`src/rtl/ifid_pkg.sv`:
```
// Shared types and default widths for the IF->ID pipeline stage.
// Optional perf counters in the top are enabled with IFID_PERF_CNT_EN.
package ifid_pkg;

  localparam int              INSTR_W_DEF   = 16;
  localparam int              PC_W_DEF      = 16;
  localparam int              CNT_W_DEF     = 16;
  localparam logic [15:0]     NOP_INSTR_DEF = 16'h0800;

  typedef struct packed {
    logic [INSTR_W_DEF-1:0] instr;
    logic [PC_W_DEF-1:0]    pc_next;
  } ifid_payload_t;

  typedef enum logic [1:0] {
    EMPTY = 2'd0,
    ONE   = 2'd1,
    FULL  = 2'd2
  } slot_state_t;

  // A populated skid slot always means both slots are occupied.
  function automatic slot_state_t slot_state_f(input logic main_v, input logic skid_v);
    if (skid_v)
      return FULL;
    else if (main_v)
      return ONE;
    else
      return EMPTY;
  endfunction

endpackage

```
`src/rtl/ifid_slot.sv`:
```
// One payload slot of the IF->ID stage: data register with load enable plus a valid bit.
// An empty slot presents NOP_INSTR; pc_next keeps its last loaded value.
module ifid_slot
  import ifid_pkg::*;
#(
  parameter int                 INSTR_W   = INSTR_W_DEF,
  parameter int                 PC_W      = PC_W_DEF,
  parameter logic [INSTR_W-1:0] NOP_INSTR = INSTR_W'(NOP_INSTR_DEF)
) (
  input  logic               clk,
  input  logic               rst,
  input  logic               load,
  input  logic               clear,
  input  logic [INSTR_W-1:0] d_instr,
  input  logic [PC_W-1:0]    d_pc_next,
  output logic               valid,
  output logic [INSTR_W-1:0] instr,
  output logic [PC_W-1:0]    pc_next
);

  logic               valid_reg;
  logic [INSTR_W-1:0] instr_reg;
  logic [PC_W-1:0]    pc_next_reg;

  // Clear wins over load so a flush can never leave a partially written entry.
  always_ff @(posedge clk or negedge rst) begin
    if (!rst)
      valid_reg <= 1'b0;
    else if (clear)
      valid_reg <= 1'b0;
    else if (load)
      valid_reg <= 1'b1;
  end

  always_ff @(posedge clk or negedge rst) begin
    if (!rst) begin
      instr_reg   <= '0;
      pc_next_reg <= '0;
    end else if (load && !clear) begin
      instr_reg   <= d_instr;
      pc_next_reg <= d_pc_next;
    end
  end

  assign valid   = valid_reg;
  assign instr   = valid_reg ? instr_reg : NOP_INSTR;
  assign pc_next = pc_next_reg;

endmodule

```
`src/rtl/ifid_pipe_stage.sv`:
```
// IF->ID pipeline register with valid/ready handshake, 2-entry skid buffer and flush.
// Define IFID_PERF_CNT_EN to add saturating stall_cnt / flush_cnt outputs.
module ifid_pipe_stage
  import ifid_pkg::*;
#(
  parameter int                 INSTR_W   = INSTR_W_DEF,
  parameter int                 PC_W      = PC_W_DEF,
  parameter logic [INSTR_W-1:0] NOP_INSTR = INSTR_W'(NOP_INSTR_DEF)
`ifdef IFID_PERF_CNT_EN
  ,
  parameter int                 CNT_W     = CNT_W_DEF
`endif
) (
  input  logic               clk,
  input  logic               rst,
  input  logic               flush,
  input  logic               in_valid,
  output logic               in_ready,
  input  logic [INSTR_W-1:0] in_instr,
  input  logic [PC_W-1:0]    in_pc_next,
  output logic               out_valid,
  input  logic               out_ready,
  output logic [INSTR_W-1:0] out_instr,
  output logic [PC_W-1:0]    out_pc_next
`ifdef IFID_PERF_CNT_EN
  ,
  output logic [CNT_W-1:0]   stall_cnt,
  output logic [CNT_W-1:0]   flush_cnt
`endif
);

  localparam int MAIN = 0;
  localparam int SKID = 1;

  logic [1:0]         slot_load;
  logic [1:0]         slot_clear;
  logic [1:0]         slot_valid;
  logic [INSTR_W-1:0] slot_d_instr [2];
  logic [PC_W-1:0]    slot_d_pc    [2];
  logic [INSTR_W-1:0] slot_instr   [2];
  logic [PC_W-1:0]    slot_pc      [2];

  slot_state_t slot_state;
  logic        accept;
  logic        consume;
  logic        main_sel_skid;

  assign slot_state = slot_state_f(slot_valid[MAIN], slot_valid[SKID]);
  assign in_ready   = ~slot_valid[SKID];
  assign accept     = in_valid & in_ready;
  assign consume    = slot_valid[MAIN] & out_ready;

  always_comb begin
    slot_load     = 2'b00;
    slot_clear    = {flush, flush};
    main_sel_skid = 1'b0;
    case (slot_state)
      EMPTY: begin
        if (accept)
          slot_load[MAIN] = 1'b1;
      end
      ONE: begin
        if (accept && consume)
          slot_load[MAIN] = 1'b1;
        else if (accept)
          slot_load[SKID] = 1'b1;
        else if (consume)
          slot_clear[MAIN] = 1'b1;
      end
      FULL: begin
        // Older skid entry advances; in_ready is low so nothing new arrives.
        if (consume) begin
          slot_load[MAIN]  = 1'b1;
          main_sel_skid    = 1'b1;
          slot_clear[SKID] = 1'b1;
        end
      end
      default: begin
      end
    endcase
  end

  assign slot_d_instr[MAIN] = main_sel_skid ? slot_instr[SKID] : in_instr;
  assign slot_d_pc[MAIN]    = main_sel_skid ? slot_pc[SKID]    : in_pc_next;
  assign slot_d_instr[SKID] = in_instr;
  assign slot_d_pc[SKID]    = in_pc_next;

  for (genvar gi = 0; gi < 2; gi++) begin : g_slot
    ifid_slot #(
      .INSTR_W   (INSTR_W),
      .PC_W      (PC_W),
      .NOP_INSTR (NOP_INSTR)
    ) u_slot (
      .clk       (clk),
      .rst       (rst),
      .load      (slot_load[gi]),
      .clear     (slot_clear[gi]),
      .d_instr   (slot_d_instr[gi]),
      .d_pc_next (slot_d_pc[gi]),
      .valid     (slot_valid[gi]),
      .instr     (slot_instr[gi]),
      .pc_next   (slot_pc[gi])
    );
  end

  assign out_valid   = slot_valid[MAIN];
  assign out_instr   = slot_instr[MAIN];
  assign out_pc_next = slot_pc[MAIN];

`ifdef IFID_PERF_CNT_EN
  logic [CNT_W-1:0] stall_cnt_reg;
  logic [CNT_W-1:0] flush_cnt_reg;

  // Both counters stick at all-ones instead of wrapping.
  always_ff @(posedge clk or negedge rst) begin
    if (!rst)
      stall_cnt_reg <= '0;
    else if (slot_valid[MAIN] && !out_ready && !(&stall_cnt_reg))
      stall_cnt_reg <= stall_cnt_reg + CNT_W'(1);
  end

  always_ff @(posedge clk or negedge rst) begin
    if (!rst)
      flush_cnt_reg <= '0;
    else if (flush && !(&flush_cnt_reg))
      flush_cnt_reg <= flush_cnt_reg + CNT_W'(1);
  end

  assign stall_cnt = stall_cnt_reg;
  assign flush_cnt = flush_cnt_reg;
`endif

endmodule

```
`config.mk`:
```
export PLATFORM = sky130hd
export DESIGN_NAME = ifid_pipe_stage
export DESIGN_NICKNAME = d
export VERILOG_FILES = /design/src/rtl/ifid_pkg.sv /design/src/rtl/ifid_slot.sv /design/src/rtl/ifid_pipe_stage.sv
export SDC_FILE = /design/constraint.sdc
export NUM_CORES = 1
export LEC_CHECK = 0
export ABC_CLOCK_PERIOD_IN_PS = 2050
export CAP_MARGIN = 15
export CORE_UTILIZATION = 40
export DETAILED_ROUTE_END_ITERATION = 6
export PLACE_DENSITY = 0.62
export SYNTH_ARGS = -nofsm -noshare
export SYNTH_HDL_FRONTEND = slang
export SYNTH_SLANG_ARGS = --single-unit
export TNS_END_PERCENT = 100
```
`constraint.sdc`:
```
create_clock -name clk -period 2.05 [get_ports clk]
set_input_delay 0.205 -clock clk [delete_from_list [all_inputs] [get_ports clk]]
set_output_delay 0.205 -clock clk [all_outputs]
set_load 0.01 [all_outputs]
```
# Yosys cells after proc, flatten, opt, wreduce, memory -nomap -nowiden
# Cells that the tools add are included.
# word_totals
output_inout_bits	34
regBits	66
word_cells	41
in_bits	37
# classes
n_bitwise	3
mux	22
eq_ne	2
n_reduce_logical	8
# op_table
operator	n
16-bit 2-to-1 mux	4
1-bit 2-to-1 mux	16
2-bit nonzero test	2
1-bit logical AND	3
1-bit one-hot mux with 3 select lines	1
1-bit bitwise AND	2
2-bit by 1-bit == test with 1-bit output, second input constant	1
2-bit == test, second input constant	1
1-bit zero test	2
2-bit zero test	1
2-bit 2-to-1 mux	1
1-bit NOT	1

# Logic depth before layout (Yosys ltp)
# Gate-level depths: netlist of the first run.
# logic_depth
word_depth	7
ltp_mapped	5
mapped_depth_nobuf	3

# Modules after synthesis
# A second synthesis of the first run with hierarchy kept.
# hier_totals
cells_unflattened	222
area_unflattened_um2	3560.9
# by_module_without_submodules
module	seq_area_each_um2	n_inst	cells_per_inst	area_per_inst_um2
ifid_slot	825.8	2	89	1495.2
ifid_pipe_stage	0.0	1	44	570.5

# Worst setup path before layout of the first run
# No wires, ideal clock.
# synth_path
kind	register to register
from	reg g_slot[0].u_slot.valid_reg
to	reg g_slot[0].u_slot.instr_reg[0]
arrival_time_ns	1.637
setup_ns	0.125
synth_period_minus_slack_ns	1.762
t_required_ns	1.925
setup_slack_ns	0.288
n_path_buf	1
path_stages_with_launch	5
path_cell_list	dfrtp_1 or2_2 a211oi_2 buf_4 mux2_2
# synth_between
elab_chain_cells	7
elab_cells_between_ends	18
classes_between	2 x eq/ne; 11 x mux; 1 x bitwise; 4 x reduce/logical
# synth_lines
element	line	rtl
start: declaration	ifid_slot.sv:21	logic valid_reg;
start signal: assignment	ifid_slot.sv:28	valid_reg <= 1'b0;
start signal: assignment	ifid_slot.sv:30	valid_reg <= 1'b0;
start signal: assignment	ifid_slot.sv:32	valid_reg <= 1'b1;
1-bit bitwise AND	ifid_pipe_stage.sv:51	assign consume = slot_valid[MAIN] & out_ready;
1-bit 2-to-1 mux	ifid_pipe_stage.sv:67	else if (consume)
1-bit 2-to-1 mux	ifid_pipe_stage.sv:65	else if (accept)
1-bit 2-to-1 mux	ifid_pipe_stage.sv:63	if (accept && consume)
1-bit 2-to-1 mux	ifid_pipe_stage.sv:57	case (slot_state)
1-bit zero test	ifid_slot.sv:39	end else if (load && !clear) begin
1-bit logical AND	ifid_slot.sv:39	
end signal: assignment	ifid_slot.sv:40	instr_reg <= d_instr;
end: declaration	ifid_slot.sv:22	logic [INSTR_W-1:0] instr_reg;
# Several ways; a longest one is shown, not always the timed one.
# A chain may end at the register's enable or synchronous reset.

# Worst setup path after layout of the first run
# layout_path
from	reg g_slot[1].u_slot.valid_reg
to	reg g_slot[1].u_slot.instr_reg[5]
# layout_between
elab_chain_cells	6
elab_cells_between_ends	12
classes_between	2 x eq/ne; 5 x mux; 2 x bitwise; 3 x reduce/logical
# layout_lines
element	line	rtl
start: declaration	ifid_slot.sv:21	
start signal: assignment	ifid_slot.sv:28	
start signal: assignment	ifid_slot.sv:30	
start signal: assignment	ifid_slot.sv:32	
1-bit NOT	ifid_pipe_stage.sv:49	assign in_ready = ~slot_valid[SKID];
1-bit bitwise AND	ifid_pipe_stage.sv:50	assign accept = in_valid & in_ready;
1-bit 2-to-1 mux / 1-bit logical AND (equally long branches)	ifid_pipe_stage.sv:65, ifid_pipe_stage.sv:63	
1-bit 2-to-1 mux	ifid_pipe_stage.sv:63	
1-bit 2-to-1 mux	ifid_pipe_stage.sv:57	
1-bit logical AND (*)	ifid_slot.sv:39	
end signal: assignment	ifid_slot.sv:40	
end: declaration	ifid_slot.sv:22	
# Mark *: on every way between the ends. The rest lies on a longest branch, timed or not.

==> results.cfg, run 1 <==
[cts]
clockBufferDepth = 2
clk_pin_slew_ps = 70
cts_root_buffer = clkbuf_8
htreeDepth = 3
insertion_delay_ps = 330
cts_sinks = 66
cts_resized = 0
cts_buffers = 9
cts_tree = yes

[placed_design]
gp_congestion = 0.735
dp_hpwl_mm = 3.76
port_buffers = 70
dp_cells = 371
post-place-ws_ps = -46.7

[timing]
holdWs_ps = 378
finClkSkew_ps = 7.31
clock.fmax_mhz = 535
relSlewSlack_pct = 65.5
maxSlewViolCount = 0
min_period_ps = 1870
fin_ws_ps = 181
finalSetupViolCount = 0
fin_crit_sh_pct = 91.2
hold_viol_final = 0
rsz0062_at_grt = false
worstMarginPinSlew_ps = 517

[worst_setup_path]
worstSetupPathType = reg -> reg
worst_setup_path_start_kind = flip-flop
arrival_ps = 2080
required_ps = 2260
crit_path_end_kind = flip-flop
cp_max_fo = 32

[pwr]
powerDensity_nw_per_um2 = 938
p_leak_nw = 1.88
peakVddDrop_mv = 0.380

[final_layout]
multi_input_area_um2 = 1380
final_nets = 321
fin_cells = 387
synthToLayoutAreaGrowth_pct = 34.5
diodes = 0
register_area_um2 = 1650
drive_gt1_share_pct = 43.4
fillCellCount = 630
final_common_cell = clkdlybuf4s50_1
mostFrequentLayoutCells = 69 x clkdlybuf4s50_1, 66 x mux2_2, 66 x dfrtp_1

[logic_synthesis]
syn_avg_cell_area_um2 = 15.4
ys_ff_latch = 66
yosys-top-cells-area = dfrtp_1 53%, mux2_2 24%, mux2_4 14%
yosys.area.top_type = dfrtp_1
synthesis.area_um2 = 3140
synth.distinct_cells = 20
synth_cells = 203
yosysWarnings = 0
synth_top_cell_area_share_pct = 52.7
synth_nets = 240
seq_area_frac_synth_pct = 52.7

[grt]
grt_max_degree = 47
grt_pass1_wl_mm = 9.73
grt_pass1_vias = 1913
grt-ovfl-total = 0
grtUsageTotal_pct = 15.1
antenna_found_initial = 0

[floorplanning]
core_um2 = 7410
rows = 31
die_area_um2 = 8200
num_io_pins = 71
die_y_um = 90.5
start_util_pct = 42.3
die_w_um = 90.5

[detailed_routing]
viasPerCell = 4.69
drt_first_pass_iters = 3
wl_per_cell_um = 14.9
drt-total-wl_mm = 5.75
drtAntennaViolNets = 0
first_iter_violations = 57
vias = 1815
drt_drc_violations_left = 0

[worst_hold_path]
holdCritPathClass = in -> async

[job]
max-cap-violations = 0

[run_status]
status = complete, no violations
power by group:
group	internal (W)	leakage (nW)	total, W	switching, W
combinational	0.000662	0.971	0.000941	0.000279
clock	0.000747	0.110	0.00121	0.000466
sequential	0.00163	0.795	0.00180	0.000167
total	0.00304	1.88	0.00396	0.000913
cells in the mapped netlist, drive strengths merged:
cell,instances
nor2,1
mux2,96
a21oi,2
and2,15
nand2b,2
dfrtp,66
nand3,1
inv,2
a211oi,2
nand2,1
buf,8
clkbuf,4
or4b,1
o21ai,1
or2,1
worst max-delay path, stage by stage, from the launching register on:
cell      delay [ps]
dfrtp_1          380
nand2b_1         150
or4b_2           650
buf_12           220
mux2_4           320
routing by layer:
layer / track usage [%] / vias up / wire [um]
li1: - / 872 / -
met1: 21.0 / 894 / 2740
met2: 23.3 / 43 / 2670
met3: 3.37 / 6 / 278
met4: 5.24 / 0 / 60
met5: 0 / - / 0
through the flow:
| stage | cell area [um2] | setup TNS [ps] | power, W | util, % |
|---|---|---|---|---|
| 2_1_floorplan | 3140 | 0 | 0.00233 | - |
| 3_3_place_gp | 3990 | -917 | 0.00275 | 53.8 |
| 3_5_place_dp | 3990 | -1230 | 0.00277 | 53.8 |
| 4_1_cts | 4220 | 0 | 0.00401 | 56.9 |
| 5_1_grt | 4220 | 0 | 0.00416 | 56.9 |
| 6_report | 4220 | 0 | 0.00396 | 56.9 |
logic make-up (layout without fill, tap and decap cells):
group	count (synthesis)	in the layout	synth area share (%)
buffers and inverters	14	99	3.83
flip-flops	66	66	52.7
AO/OA/AOI/OAI	5	5	1.12
multiplexers	96	96	38.1
AND/OR/NAND/NOR	22	22	4.31
repair_timing:
| item | in CTS | in global routing |
|---|---|---|
| setup buffers | 0 | 0 |
| hold buffers | 1 | 0 |
| endpoints found under the hold margin | 20 | 0 |
layout make-up:
class | instances | share of cell area, %
inverter | 2 | 0.178
sequential | 66 | 39.2
tap | 99 | 2.94
timing repair buffer | 82 | 19.9
multi-input combinational | 123 | 32.6
clock inverter | 2 | 1.42
clock buffer | 13 | 3.77
worst paths after layout:
kind,cells past startpoint,slack [ps],from,endpoint
worst min-delay path,2,380,rst,g_slot[0].u_slot.pc_next[1]$_DFFE_PN0P_
min in group clk,3,500,in_valid,g_slot[0].u_slot.valid$_DFFE_PN0P_
worst max register to register,4,180,g_slot[1].u_slot.valid$_DFFE_PN0P_,g_slot[1].u_slot.instr_reg[5]$_DFFE_PN0P_
max in group asynchronous,3,1050,rst,g_slot[0].u_slot.pc_next[15]$_DFFE_PN0P_
worst max-delay path,4,180,g_slot[1].u_slot.valid$_DFFE_PN0P_,g_slot[1].u_slot.instr_reg[5]$_DFFE_PN0P_
worst min register to register,1,500,g_slot[0].u_slot.instr_reg[10]$_DFFE_PN0P_,g_slot[0].u_slot.instr_reg[10]$_DFFE_PN0P_
No activity file was read; power rests on OpenSTA's default activity.
==> run 2, diff against run 1 <==
--- a/config.mk
+++ b/config.mk
@@ -9,6 +9,7 @@
 export CAP_MARGIN = 15
 export CORE_UTILIZATION = 40
 export DETAILED_ROUTE_END_ITERATION = 6
+export HOLD_SLACK_MARGIN = 0.03
 export PLACE_DENSITY = 0.62
 export SYNTH_ARGS = -nofsm -noshare
 export SYNTH_HDL_FRONTEND = slang
==> results of run 2 <==
No change in the layout: final DEF, timing and power equal those of run 1.
